### src/rtl/bitblaster_pkg.sv
// Shared widths, limits and state encoding for the instruction sequencer.
package bitblaster_pkg;

  localparam int unsigned WORD_W     = 10;
  localparam int unsigned T_W        = 2;
  localparam int unsigned WDOG_LIMIT = 8;

  typedef enum logic {FETCH, EXEC} seq_state_t;

endpackage

### src/rtl/timestep_counter.sv
// Saturating timestep counter: hold beats clr, clr beats inc, stops at its maximum value.
module timestep_counter
  import bitblaster_pkg::*;
(
  input  logic           clk_i,
  input  logic           rst_ni,
  input  logic           inc_i,
  input  logic           clr_i,
  input  logic           hold_i,
  output logic [T_W-1:0] t_o
);

  localparam logic [T_W-1:0] TMax = '1;

  logic [T_W-1:0] t_q;

  always_ff @(posedge clk_i or negedge rst_ni) begin
    if (!rst_ni) begin
      t_q <= '0;
    end else if (hold_i) begin
      t_q <= t_q;
    end else if (clr_i) begin
      t_q <= '0;
    end else if (inc_i && (t_q != TMax)) begin
      t_q <= t_q + 1'b1;
    end
  end

  assign t_o = t_q;

endmodule

### src/rtl/inst_sequencer.sv
// Fetch/execute instruction sequencer with registered IR and timestep.
// Optional stuck-instruction watchdog enabled by defining SEQ_WATCHDOG_EN.
module inst_sequencer
  import bitblaster_pkg::*;
(
  input  logic              clk_i,
  input  logic              rst_ni,
  input  logic [WORD_W-1:0] data_i,
  input  logic              valid_i,
  output logic              ready_o,
  input  logic              ir_in_i,
  input  logic              clr_i,
  input  logic              run_i,
  output logic [WORD_W-1:0] inst_o,
  output logic [T_W-1:0]    t_o,
  output logic              done_o,
  output logic              fault_o
);

  seq_state_t        state_q;
  logic [WORD_W-1:0] inst_q;
  logic              done_q;
  logic [T_W-1:0]    t;
  logic              xfer;
  logic              exec_adv;
  logic              exec_clr;
  logic              wdog_trip;

  assign ready_o  = (state_q == FETCH) && ir_in_i && run_i;
  assign xfer     = valid_i && ready_o;
  assign exec_clr = (state_q == EXEC) && run_i && clr_i;
  assign exec_adv = (state_q == EXEC) && run_i && !clr_i;

  // A transfer moves T from 0 to 1; the watchdog clear outranks the EXEC increment.
  timestep_counter u_timestep_counter (
    .clk_i  (clk_i),
    .rst_ni (rst_ni),
    .inc_i  (xfer || exec_adv),
    .clr_i  (exec_clr || wdog_trip),
    .hold_i (!run_i),
    .t_o    (t)
  );

  always_ff @(posedge clk_i or negedge rst_ni) begin
    if (!rst_ni) begin
      state_q <= FETCH;
      inst_q  <= '0;
      done_q  <= 1'b0;
    end else begin
      done_q <= exec_clr;
      unique case (state_q)
        FETCH: begin
          if (xfer) begin
            inst_q  <= data_i;
            state_q <= EXEC;
          end
        end
        EXEC: begin
          if (exec_clr || wdog_trip) begin
            state_q <= FETCH;
          end
        end
        default: state_q <= FETCH;
      endcase
    end
  end

`ifdef SEQ_WATCHDOG_EN
  localparam int unsigned WdogW = $clog2(WDOG_LIMIT + 1);

  logic [WdogW-1:0] wdog_q;
  logic             wdog_hit;
  logic             fault_q;

  assign wdog_hit  = exec_adv && (t == '1);
  assign wdog_trip = wdog_hit && (wdog_q == WdogW'(WDOG_LIMIT - 1));

  // Count consecutive stalled cycles at the last timestep; Run=0 freezes the count.
  always_ff @(posedge clk_i or negedge rst_ni) begin
    if (!rst_ni) begin
      wdog_q  <= '0;
      fault_q <= 1'b0;
    end else if (wdog_trip) begin
      wdog_q  <= '0;
      fault_q <= 1'b1;
    end else if (wdog_hit) begin
      wdog_q <= wdog_q + 1'b1;
    end else if (run_i) begin
      wdog_q <= '0;
    end
  end

  assign fault_o = fault_q;
`else
  assign wdog_trip = 1'b0;
  assign fault_o   = 1'b0;
`endif

  assign inst_o = inst_q;
  assign t_o    = t;
  assign done_o = done_q;

endmodule
### config.mk
export PLATFORM = sky130hd
export DESIGN_NAME = inst_sequencer
export DESIGN_NICKNAME = d
export VERILOG_FILES = /design/src/rtl/bitblaster_pkg.sv /design/src/rtl/timestep_counter.sv /design/src/rtl/inst_sequencer.sv
export SDC_FILE = /design/constraint.sdc
export NUM_CORES = 1
export LEC_CHECK = 0
export CELL_PAD_IN_SITES_DETAIL_PLACEMENT = 0
export CELL_PAD_IN_SITES_GLOBAL_PLACEMENT = 1
export CORE_MARGIN = 8
export CORE_UTILIZATION = 26
export DETAILED_ROUTE_END_ITERATION = 7
export PLACE_DENSITY = 0.72
export RECOVER_POWER = 50
export SYNTH_ARGS = -nofsm -noshare
export SYNTH_HDL_FRONTEND = slang
export SYNTH_SLANG_ARGS = --single-unit
export TNS_END_PERCENT = 20
### constraint.sdc
create_clock -name clk_i -period 1.3 [get_ports clk_i]
set_clock_uncertainty 0.1 [all_clocks]
set_input_delay 0.13 -clock clk_i [delete_from_list [all_inputs] [get_ports clk_i]]
set_output_delay 0.13 -clock clk_i [all_outputs]
set_load 0.005 [all_outputs]
## Word-level counts from Yosys, hierarchy flattened

Index checks and enable logic that the tools add are counted.
W data, S select, Z words.

| storage, ports and cells | value |
|---|---|
| register bits after elaboration | 14 |
| logic and storage cells | 24 |
| bits of input ports | 16 |

| cells by class | value |
|---|---|
| $add $sub $neg | 1 |
| multiplexer cells | 5 |
| reductions and logical operators | 12 |
| bitwise logic cells | 1 |
| equality and inequality tests | 1 |

Operators by type and width:

| operator | number |
|---|---|
| $logic_and A1 B1 Y1 | 7 |
| $mux W2 | 2 |
| $reduce_and A2 Y1 | 2 |
| $add A2 B1 Y2 const B | 1 |
| $mux W1 | 2 |
| $ne A2 B2 Y1 const B | 1 |
| $pmux W1 S2 | 1 |
| $reduce_bool A2 Y1 | 1 |
| $logic_not A1 Y1 | 1 |
| $logic_or A1 B1 Y1 | 1 |
| $not A1 Y1 | 1 |

## Depth between registers and ports, before layout

Gate-level depths: netlist of run 1.

| depth | value |
|---|---|
| depth after elaboration | 8 |
| depth in mapped cells | 4 |

## Hierarchy

A second synthesis of run 1 with hierarchy kept.

| unflattened totals | value |
|---|---|
| cell total of the unflattened synthesis | 46 |
| area total of the unflattened synthesis | 651.9 um^2 |

By module, submodules not included:

| module | area each (um^2) | instances | cells each | seq. area each (um^2) |
|---|---|---|---|---|
| inst_sequencer | 536.8 | 1 | 35 | 300.3 |
| timestep_counter | 115.1 | 1 | 11 | 50.0 |

## Worst setup path after synthesis of run 1

Ideal clock, no wire load.

| path | value |
|---|---|
| path type | register to register |
| start | register u_timestep_counter.t_q[0] (netlist: u_timestep_counter.t_o[0]) |
| end | register u_timestep_counter.t_q[0] (netlist: u_timestep_counter.t_o[0]) |
| slack | -0.159 ns |
| data arrival time | 1.235 ns |
| stages on the path, launching flop included | 5 |
| path buffers | 0 |
| period minus slack after synthesis | 1.459 ns |
| data required time | 1.075 ns |
| cells stage by stage | dfrtp_1 -> ha_1 -> nor2b_1 -> o21ai_1 -> mux2_2 |

| on the way | value |
|---|---|
| longest elaborated chain between the ends | 4 |
| elaborated cells on any way between the ends | 7 |
| those cells by class | 1 x add/sub; 1 x eq/ne; 2 x mux; 3 x reduce/logical |

RTL lines:

| what | line | source |
|---|---|---|
| start, declared | timestep_counter.sv:15 | `logic [T_W-1:0] t_q;` |
| start signal, assigned | timestep_counter.sv:21 | `t_q <= t_q;` |
| start signal, assigned | timestep_counter.sv:25 | `t_q <= t_q + 1'b1;` |
| parallel branches: the longest is 4 deep, another holds $add A2 B1 Y2 | - |  |

Several ways; the timed one is not identified. The select of a mux whose other input is x is not followed.
A chain may end at the register's enable or synchronous reset.

## Worst setup path in the final report of run 1

Same ends and word-level chain as after synthesis.

==> run metrics, run 1 <==
P_int=~1.4 mW; Area contributors post-synth=dfrtp_1 (56%), mux2_4 (22%), mux2_2 (3.6%); Fmax=719.6 MHz; max-slew violation count=0; vias per cell=~4.1; die area=4206 um^2; Clock transition at path regs=approximately 80 ps; Max stage delay on crit path=400 ps; register area share after synthesis=56.45%; # rows=17; leading area contributor after synthesis=dfrtp_1; Comb power frac=between 40 and 50%; Area Overhead vs Synth=65.73%; Total Routing Usage GR=approximately 7.3%; crit path cell chain=ha_2, nor2b_4, o21ai_2, mux2_4; IO Port Bufs=29; Post-Syn Area=620.6 um^2; status=complete, but fails checks; slew margin rel.=around 50%; DRC Markers=0; Diodes inserted=0; Worst-Margin Slew=between 700 and 800 ps; CTS sink count=14; Final Hold Violating Endpoints=0; fillers=206; Detail Route Antenna Nets=0; Initial DRC Count=6; pin count of the biggest net entering global routing=15; initial antenna violation count=0; final worst slack=-89.67 ps; Synthesized Nets=60; worst skew pair latency=260 ps; RSZ-0062 raised after global routing=true; I/O pins=31; Initial Util=between 20% and 30%; Routed wire per std cell=~13 um; Psw=507.4 uW; Final period util=106.9%; vias=~460; first-pass iteration count of the detailed router=3; Tmin final=1390 ps; Post-synth top flop=dfrtp_1; most frequent cells in the layout=dfrtp_1 (14), clkdlybuf4s50_1 (14), dlygate4sd2_1 (11); slowest cell on the critical path=dfrtp_1; TNS Setup=-642.4 ps; layout cells sized above 1=roughly 34%; #FFs+latches synth=14; Synth Area per Inst=between 10 and 15 um^2; first-pass GRT wire length=about 2400 um; vias in the first global route=519; CTS buffer count=3; EDFF count, synth=0; Die Wd=about 65 um; H-tree depth=1; Routed WL=approximately 1400 um; WP data arrival=approximately 1500 ps; DIE HEIGHT=64.86 um; static leakage=between 0.5 and 0.6 nW; Worst Setup End Kind=register; Synth top area share=between 50% and 60%; Design Power=between 1.5 and 2 mW; Hold Crit Class=primary input to async pin; TritonCTS clock tree=yes; failing checks=negative setup slack; DP HPWL=roughly 1100 um; sw frac=a little over a quarter; post-place setup slack=-291.1 ps; gr ovfl total=0; max-cap viol count=0; CORE AREA=2233 um^2; Setup Viol. Count Final=11; Crit Path Category=register to register; YS warnings=0; P per Cell Area=between 1500 and 2000 nW/um^2; required time of the critical path=between 1000 and 1500 ps; root buffer cell=clkbuf_4; Seq pwr share=39.5%; crit path launch type=register; CTS Buffer Depth=2; layout net count=101; Synth cell types=17; Worst IR Drop VDD=0.8415 mV; RD Place Congestion=roughly 0.67; Hold-fix buffers, CTS=0; worst hold margin=roughly 330 ps; CP max FO=2; Post-Synthesis Cells=between 40 and 50; Clock Power Share=11.9%; Async SR Flop Fraction=100.0%
-- sequential cells by signal, indices dropped and copies added, names as in the netlist --
register	count
done_o	1
inst_o	10
state_q	1
u_timestep_counter.t_o	2
-- per-stage QoR --
stage	cells	cell area (um^2)	util, %
final	110	1028	46.05
after global routing	110	1028	46.05
after CTS	110	1030	46.11
after detailed placement	107	1010	45.21
after global placement	107	1010	45.21
after floorplan	43	623.1	-
-- cell usage after synthesis, drive strengths merged, types with 2 or more instances --
cell type  number
buf             2
dfrtp          14
inv             2
mux2           11
nand2           5
-- repair_timing --
action                     CTS  global route
pin swaps                    3             1
buffers inserted             0             0
setup endpoints to repair   25            15
resized for setup           18             5
-- final cells by class --
class	count	area (um^2)	share of cell area (%)
clock buffers	3	22.52	2.190
inverters	2	7.507	0.7299
multi-input cells	25	261.5	25.43
well taps	28	35.03	3.406
repair buffers	38	351.6	34.18
flip-flops and latches	14	350.3	34.06
-- worst max-delay path: cells and delay by family (launching register included) --
kind	cells	cell delay, ps
AO/OA/AOI/OAI	1	170
AND/OR/NAND/NOR	1	120
flip-flops	1	400
adder cells (fa/ha/maj)	1	180
multiplexers	1	310
-- logic make-up after synthesis --
kind of cell             count (synthesis)  synth area share [%]
AND/OR/NAND/NOR                         10                 8.871
flip-flops                              14                 56.45
adder cells (fa/ha/maj)                  1                 2.016
multiplexers                            12                 27.02
other                                    1                0.6043
buffers and inverters                    4                 4.235
AO/OA/AOI/OAI                            1                0.8057
-- worst paths after layout --
check / slack, ps / to / cells past startpoint / startpoint
worst max register to register: -90 / u_timestep_counter.t_o[0]$_DFFE_PN0P_ / 4 / u_timestep_counter.t_o[0]$_DFFE_PN0P_
worst max-delay path: -90 / u_timestep_counter.t_o[0]$_DFFE_PN0P_ / 4 / u_timestep_counter.t_o[0]$_DFFE_PN0P_
max in group asynchronous: 300 / inst_o[5]$_DFFE_PN0P_ / 2 / rst_ni
worst min-delay path: 330 / done_o$_DFF_PN0_ / 2 / rst_ni
worst min register to register: 410 / inst_o[1]$_DFFE_PN0P_ / 1 / inst_o[1]$_DFFE_PN0P_
min in group clk_i: 370 / inst_o[3]$_DFFE_PN0P_ / 2 / data_i[3]
-- layer usage --
layer	global-route usage, %	routed length, um
met2	11.80	651
met3	3.265	103
met1	7.777	610
met5	0	0
met4	4.087	27
-- power by group through the flow --
stage	clock network, mW	logic [mW]	registers [mW]
after floorplan	0	0.378	0.790
after global placement	0	1.02	0.759
after detailed placement	0	1.03	0.758
after CTS	0.244	0.933	0.750
after global routing	0.264	1.01	0.782
final	0.226	0.923	0.750
Note: power is estimated with default switching activity, not from simulation.
==> inputs of run 2 (changes only) <==
--- a/config.mk
+++ b/config.mk
@@ -9,9 +9,11 @@
 export CELL_PAD_IN_SITES_GLOBAL_PLACEMENT = 1
 export CORE_MARGIN = 8
 export CORE_UTILIZATION = 26
+export CTS_CLUSTER_SIZE = 30
 export DETAILED_ROUTE_END_ITERATION = 7
 export PLACE_DENSITY = 0.72
 export RECOVER_POWER = 50
+export SLEW_MARGIN = 30
 export SYNTH_ARGS = -nofsm -noshare
 export SYNTH_HDL_FRONTEND = slang
 export SYNTH_SLANG_ARGS = --single-unit
==> results of run 2 <==
No change in the layout: final DEF, timing and power equal those of run 1.
